**src/rtl/kernel_ddr3_mem_dmaster_bytes_to_packets.sv**
```systemverilog
// Byte-stream to packet-stream decoder: 0x7A/0x7B framing, 0x7C channel, 0x7D escape.
// Optional channel decoding enabled by macro KERNEL_DDR3_MEM_DMASTER_B2P_CHANNEL_EN.
module kernel_ddr3_mem_dmaster_bytes_to_packets #(
    parameter int CHANNEL_W = 8
) (
    input  logic                 clk,
    input  logic                 reset_n,
    output logic                 in_ready,
    input  logic                 in_valid,
    input  logic [7:0]           in_data,
    input  logic                 out_ready,
    output logic                 out_valid,
    output logic [7:0]           out_data,
    output logic [CHANNEL_W-1:0] out_channel,
    output logic                 out_startofpacket,
    output logic                 out_endofpacket
);

    localparam logic [1:0] ST_NORMAL   = 2'd0;
    localparam logic [1:0] ST_ESC      = 2'd1;
    localparam logic [1:0] ST_CHAN     = 2'd2;
    localparam logic [1:0] ST_CHAN_ESC = 2'd3;

    localparam logic [7:0] SOP_CODE  = 8'h7A;
    localparam logic [7:0] EOP_CODE  = 8'h7B;
    localparam logic [7:0] CHAN_CODE = 8'h7C;
    localparam logic [7:0] ESC_CODE  = 8'h7D;
    localparam logic [7:0] ESC_XOR   = 8'h20;

    logic [1:0] state_r;
    logic [1:0] state_next_s;
    logic       sop_pend_r;
    logic       eop_pend_r;
    logic       accept_s;
    logic       payload_s;
    logic [7:0] payload_byte_s;
    logic       mark_sop_s;
    logic       mark_eop_s;

    // Single output register: a byte may enter whenever that register is free or draining.
    assign in_ready = out_ready | ~out_valid;
    assign accept_s = in_valid & in_ready;

    // Classify the byte at the input according to the current decode state.
    always_comb begin
        state_next_s   = state_r;
        payload_s      = 1'b0;
        payload_byte_s = in_data;
        mark_sop_s     = 1'b0;
        mark_eop_s     = 1'b0;
        case (state_r)
            ST_NORMAL: begin
                case (in_data)
                    SOP_CODE:  mark_sop_s   = 1'b1;
                    EOP_CODE:  mark_eop_s   = 1'b1;
                    CHAN_CODE: state_next_s = ST_CHAN;
                    ESC_CODE:  state_next_s = ST_ESC;
                    default:   payload_s    = 1'b1;
                endcase
            end
            ST_ESC: begin
                payload_s      = 1'b1;
                payload_byte_s = in_data ^ ESC_XOR;
                state_next_s   = ST_NORMAL;
            end
            ST_CHAN: begin
                if (in_data == ESC_CODE) begin
                    state_next_s = ST_CHAN_ESC;
                end else begin
                    state_next_s = ST_NORMAL;
                end
            end
            ST_CHAN_ESC: state_next_s = ST_NORMAL;
            default:     state_next_s = ST_NORMAL;
        endcase
    end

    // Decode state and pending framing flags; a payload byte consumes both flags.
    always_ff @(posedge clk or negedge reset_n) begin
        if (!reset_n) begin
            state_r    <= ST_NORMAL;
            sop_pend_r <= 1'b0;
            eop_pend_r <= 1'b0;
        end else if (accept_s) begin
            state_r <= state_next_s;
            if (payload_s) begin
                sop_pend_r <= 1'b0;
                eop_pend_r <= 1'b0;
            end else if (mark_sop_s) begin
                sop_pend_r <= 1'b1;
                eop_pend_r <= 1'b0;
            end else if (mark_eop_s) begin
                eop_pend_r <= 1'b1;
            end
        end
    end

    // Output beat register: reload on payload (even while draining), else clear on drain.
    always_ff @(posedge clk or negedge reset_n) begin
        if (!reset_n) begin
            out_valid         <= 1'b0;
            out_data          <= 8'h00;
            out_startofpacket <= 1'b0;
            out_endofpacket   <= 1'b0;
        end else if (accept_s && payload_s) begin
            out_valid         <= 1'b1;
            out_data          <= payload_byte_s;
            out_startofpacket <= sop_pend_r;
            out_endofpacket   <= eop_pend_r;
        end else if (out_ready) begin
            out_valid <= 1'b0;
        end
    end

`ifdef KERNEL_DDR3_MEM_DMASTER_B2P_CHANNEL_EN
    logic [CHANNEL_W-1:0] chan_r;
    logic [7:0]           chan_byte_s;
    logic                 chan_load_s;

    assign chan_byte_s = (state_r == ST_CHAN_ESC) ? (in_data ^ ESC_XOR) : in_data;
    assign chan_load_s = accept_s &
                         (((state_r == ST_CHAN) && (in_data != ESC_CODE)) ||
                          (state_r == ST_CHAN_ESC));

    // Channel register persists across packets; the beat captures it on payload accept.
    always_ff @(posedge clk or negedge reset_n) begin
        if (!reset_n) begin
            chan_r      <= {CHANNEL_W{1'b0}};
            out_channel <= {CHANNEL_W{1'b0}};
        end else begin
            if (chan_load_s) begin
                chan_r <= chan_byte_s[CHANNEL_W-1:0];
            end
            if (accept_s && payload_s) begin
                out_channel <= chan_r;
            end
        end
    end
`else
    assign out_channel = {CHANNEL_W{1'b0}};
`endif

endmodule

```
**config.mk**
```make
export PLATFORM = sky130hd
export DESIGN_NAME = kernel_ddr3_mem_dmaster_bytes_to_packets
export DESIGN_NICKNAME = d
export VERILOG_FILES = /design/src/rtl/kernel_ddr3_mem_dmaster_bytes_to_packets.sv
export SDC_FILE = /design/constraint.sdc
export NUM_CORES = 1
export LEC_CHECK = 0
export CAP_MARGIN = 30
export CELL_PAD_IN_SITES_DETAIL_PLACEMENT = 0
export CELL_PAD_IN_SITES_GLOBAL_PLACEMENT = 1
export CORE_ASPECT_RATIO = 0.5
export CORE_UTILIZATION = 29
export CTS_CLUSTER_SIZE = 20
export DETAILED_ROUTE_END_ITERATION = 7
export MAX_ROUTING_LAYER = met4
export PLACE_DENSITY = 0.72
export SETUP_SLACK_MARGIN = 0.02
export SYNTH_ARGS = -nofsm -noshare
export SYNTH_HDL_FRONTEND = slang
export SYNTH_SLANG_ARGS = --single-unit
```
**constraint.sdc**
```tcl
create_clock -name clk -period 1.6 [get_ports clk]
set_input_delay 0.4 -clock clk [delete_from_list [all_inputs] [get_ports clk]]
set_output_delay 0.4 -clock clk [all_outputs]
set_load 0.05 [all_outputs]
```
==> impl_metrics.env <==
export IMPL_finalWorstSetupSlack_ps=61.0
export IMPL_end_kind="register"
export IMPL_fillers=259
export IMPL_num_vias=699
export IMPL_ys_warnings_count=0
export IMPL_yosysMostFrequentCell="dfrtp_1"
export IMPL_max_vdd_ir_drop_mv=0.394
export IMPL_grt_pass1_wl_um=3040
export IMPL_nNetsFinal=133
export IMPL_setup_viol=0
export IMPL_ys_async_sr_fraction_pct=100
export IMPL_max_freq_mhz=650
export IMPL_ys_types=32
export IMPL_rows=13
export IMPL_root_buffer="clkbuf_8"
export IMPL_routed_wl_um=1950
export IMPL_gp_congestion=0.807
export IMPL_r2r_cells=4
export IMPL_antenna_left=0
export IMPL_drive_above_1_share_pct=38.3
export IMPL_crit_type="in -> reg"
export IMPL_path_clk_slew_ps=60
export IMPL_rsz0062_at_grt="yes"
export IMPL_syn_inst=83
export IMPL_cts_hold_buffers=0
export IMPL_hold_viol=0
export IMPL_area_delta_synth_final_pct=61.9
export IMPL_required_ps=1740
export IMPL_ys_flop_type="dfrtp_1"
export IMPL_cap_violations=0
export IMPL_placed_cells=153
export IMPL_power_density_nw_per_um2=903
export IMPL_critPathMaxFanout=6
export IMPL_viasPerCell=4.45
export IMPL_cp_startpoint="in_data[7]"
export IMPL_leakagePower_nw=0.674
export IMPL_final_cells=157
export IMPL_start_util_pct=31.8
export IMPL_synth_common_cells="15 x dfrtp_1, 8 x buf_4, 6 x nand2_1, 6 x nor2_1, 5 x mux2_4"
export IMPL_yosysTopAreaCell="dfrtp_1"
export IMPL_fp_dieH_um=40.5
export IMPL_post_cts_setup_buffers=0
export IMPL_n_antenna_cell=0
export IMPL_cp_start_kind="primary input"
export IMPL_drt_iter0_drc=17
export IMPL_finalMaxSlewViolations=0
export IMPL_syn_area_per_cell_um2=10.4
export IMPL_period_minus_slack_ps=1540
export IMPL_total_power_mw=1.26
export IMPL_die_area_um2=3200
export IMPL_cts_buffers=3
export IMPL_grt_total_usage_pct=13.9
export IMPL_seq_area_frac_synth_pct=43.7
export IMPL_die_w_um=79.0
export IMPL_first_global_vias=622
export IMPL_cp_data_arrival_time_ps=1680
export IMPL_antenna_found_initial=0
export IMPL_htree_levels=1
export IMPL_port_buffers=23
export IMPL_synth_edf_count=0
export IMPL_clk_latency_ps=250
export IMPL_io_pins=32
export IMPL_ys_ff_latch=15
export IMPL_netlist_area_leader_share_pct=43.7
export IMPL_dpl_hpwl_um=1570
export IMPL_skew_ps=1.49
export IMPL_fin_crit_sh_pct=96.2
export IMPL_drc=0
export IMPL_gr_total_overflow=0
export IMPL_tritoncts="yes"
export IMPL_clk_path_buf_depth=2
export IMPL_r2r_start="state_r[0]$_DFFE_PN0P_"
export IMPL_min_path_type="in -> async"
export IMPL_core_um2=2700
export IMPL_syn_area_um2=860
export IMPL_grt_max_degree=16
export IMPL_pre_cts_slack_ps=-393
export IMPL_r2r_slack_ps=100
export IMPL_synth_top_cells_by_area="dfrtp_1 44%, mux2_4 8.7%, buf_4 7.0%, nand2_1 2.6%, nor2_1 2.6%"
export IMPL_cts_sinks=15
export IMPL_outcome="complete, no violations"
export IMPL_wl_per_cell_um=12.4
export IMPL_first_pass_iters=4
-- worst max-delay path, stage by stage --
cell and delay [ps]:
dlygate4sd2_1 250, and4bb_4 360, nand2_4 60, o21ai_4 270
mux2_4 330
-- final cells by class --
cell class              count  area, um2  area share (%)
well taps                  37       46.3            3.33
multi-input cells          61        448            32.2
inverters                   2       7.51           0.540
clock buffers               3       41.3            2.97
repair buffers             38        467            33.5
clock inverters             1       5.00           0.360
flip-flops and latches     15        377            27.1
-- timing repair --
action / in CTS / in global routing
endpoints found under the setup margin: 9 / 10
pin swaps: 2 / 2
hold endpoints to repair: 0 / 0
resized for setup: 8 / 5
-- stage by stage --
stage | hold slack, ps | instance area (um2) | setup TNS, ps | util, %
3_5_place_dp | 487 | 1320 | -3890 | 49.0
5_1_grt | 482 | 1390 | 0 | 51.5
6_report | 467 | 1390 | 0 | 51.5
2_1_floorplan | 104 | 897 | 0 | -
4_1_cts | 477 | 1380 | 0 | 51.0
3_3_place_gp | 494 | 1320 | -3600 | 49.0
-- where the power goes --
group	internal, mW	leakage [nW]	total (mW)	switching, mW
Combinational	0.229	0.462	0.487	0.258
Sequential	0.414	0.187	0.456	0.0426
Clock	0.173	0.0255	0.312	0.140
Total	0.815	0.674	1.26	0.441
-- layout by cell type, fill, tap and decap left out, types with 2 or more instances in the layout --
cell type and instances:
buf_4 14, o21ai_0 3, clkdlybuf4s50_1 5, conb_1 8, clkbuf_8 3, mux2i_1 2
a21oi_1 3, inv_1 2, buf_12 12, dlymetal6s2s_1 2, dlygate4sd2_1 4, nand3_1 3
o21ai_1 2, mux2_4 5, nor2_1 6, xnor2_1 2, a32o_1 2, nand2_1 6
dfrtp_1 14
-- sequential cells by signal, indices dropped and copies added (netlist names) --
register,count
eop_pend_r,1
out_data,8
out_endofpacket,1
out_startofpacket,1
out_valid,1
sop_pend_r,1
state_r,2
-- logic make-up (layout without fill, tap and decap cells) --
| logic type | count (synthesis) | in the layout | share of synthesized area, % |
|---|---|---|---|
| simple gates | 26 | 26 | 17.2 |
| compound gates | 17 | 17 | 14.4 |
| flops | 15 | 15 | 43.7 |
| buf+inv | 14 | 44 | 10.2 |
| mux | 7 | 7 | 11.1 |
| xor+xnor | 3 | 3 | 3.06 |
| other cells | 1 | 8 | 0.436 |
-- per-layer routing --
layer | routed length, um | vias up | track usage [%]
met5 | 0 | - | -
met4 | 17 | 0 | 4.09
met3 | 137 | 2 | 5.23
met1 | 928 | 319 | 18.3
met2 | 865 | 29 | 19.6
li1 | - | 349 | -
-- final timing paths --
kind | to
worst max-delay path | out_data[0]$_DFFE_PN0P_
worst min-delay path | out_data[2]$_DFFE_PN0P_
worst max register to register | out_data[0]$_DFFE_PN0P_
worst min register to register | state_r[0]$_DFFE_PN0P_
max in group asynchronous | out_valid$_DFFE_PN0P_
min in group clk | state_r[0]$_DFFE_PN0P_
Note: power is estimated with default switching activity, not from simulation.
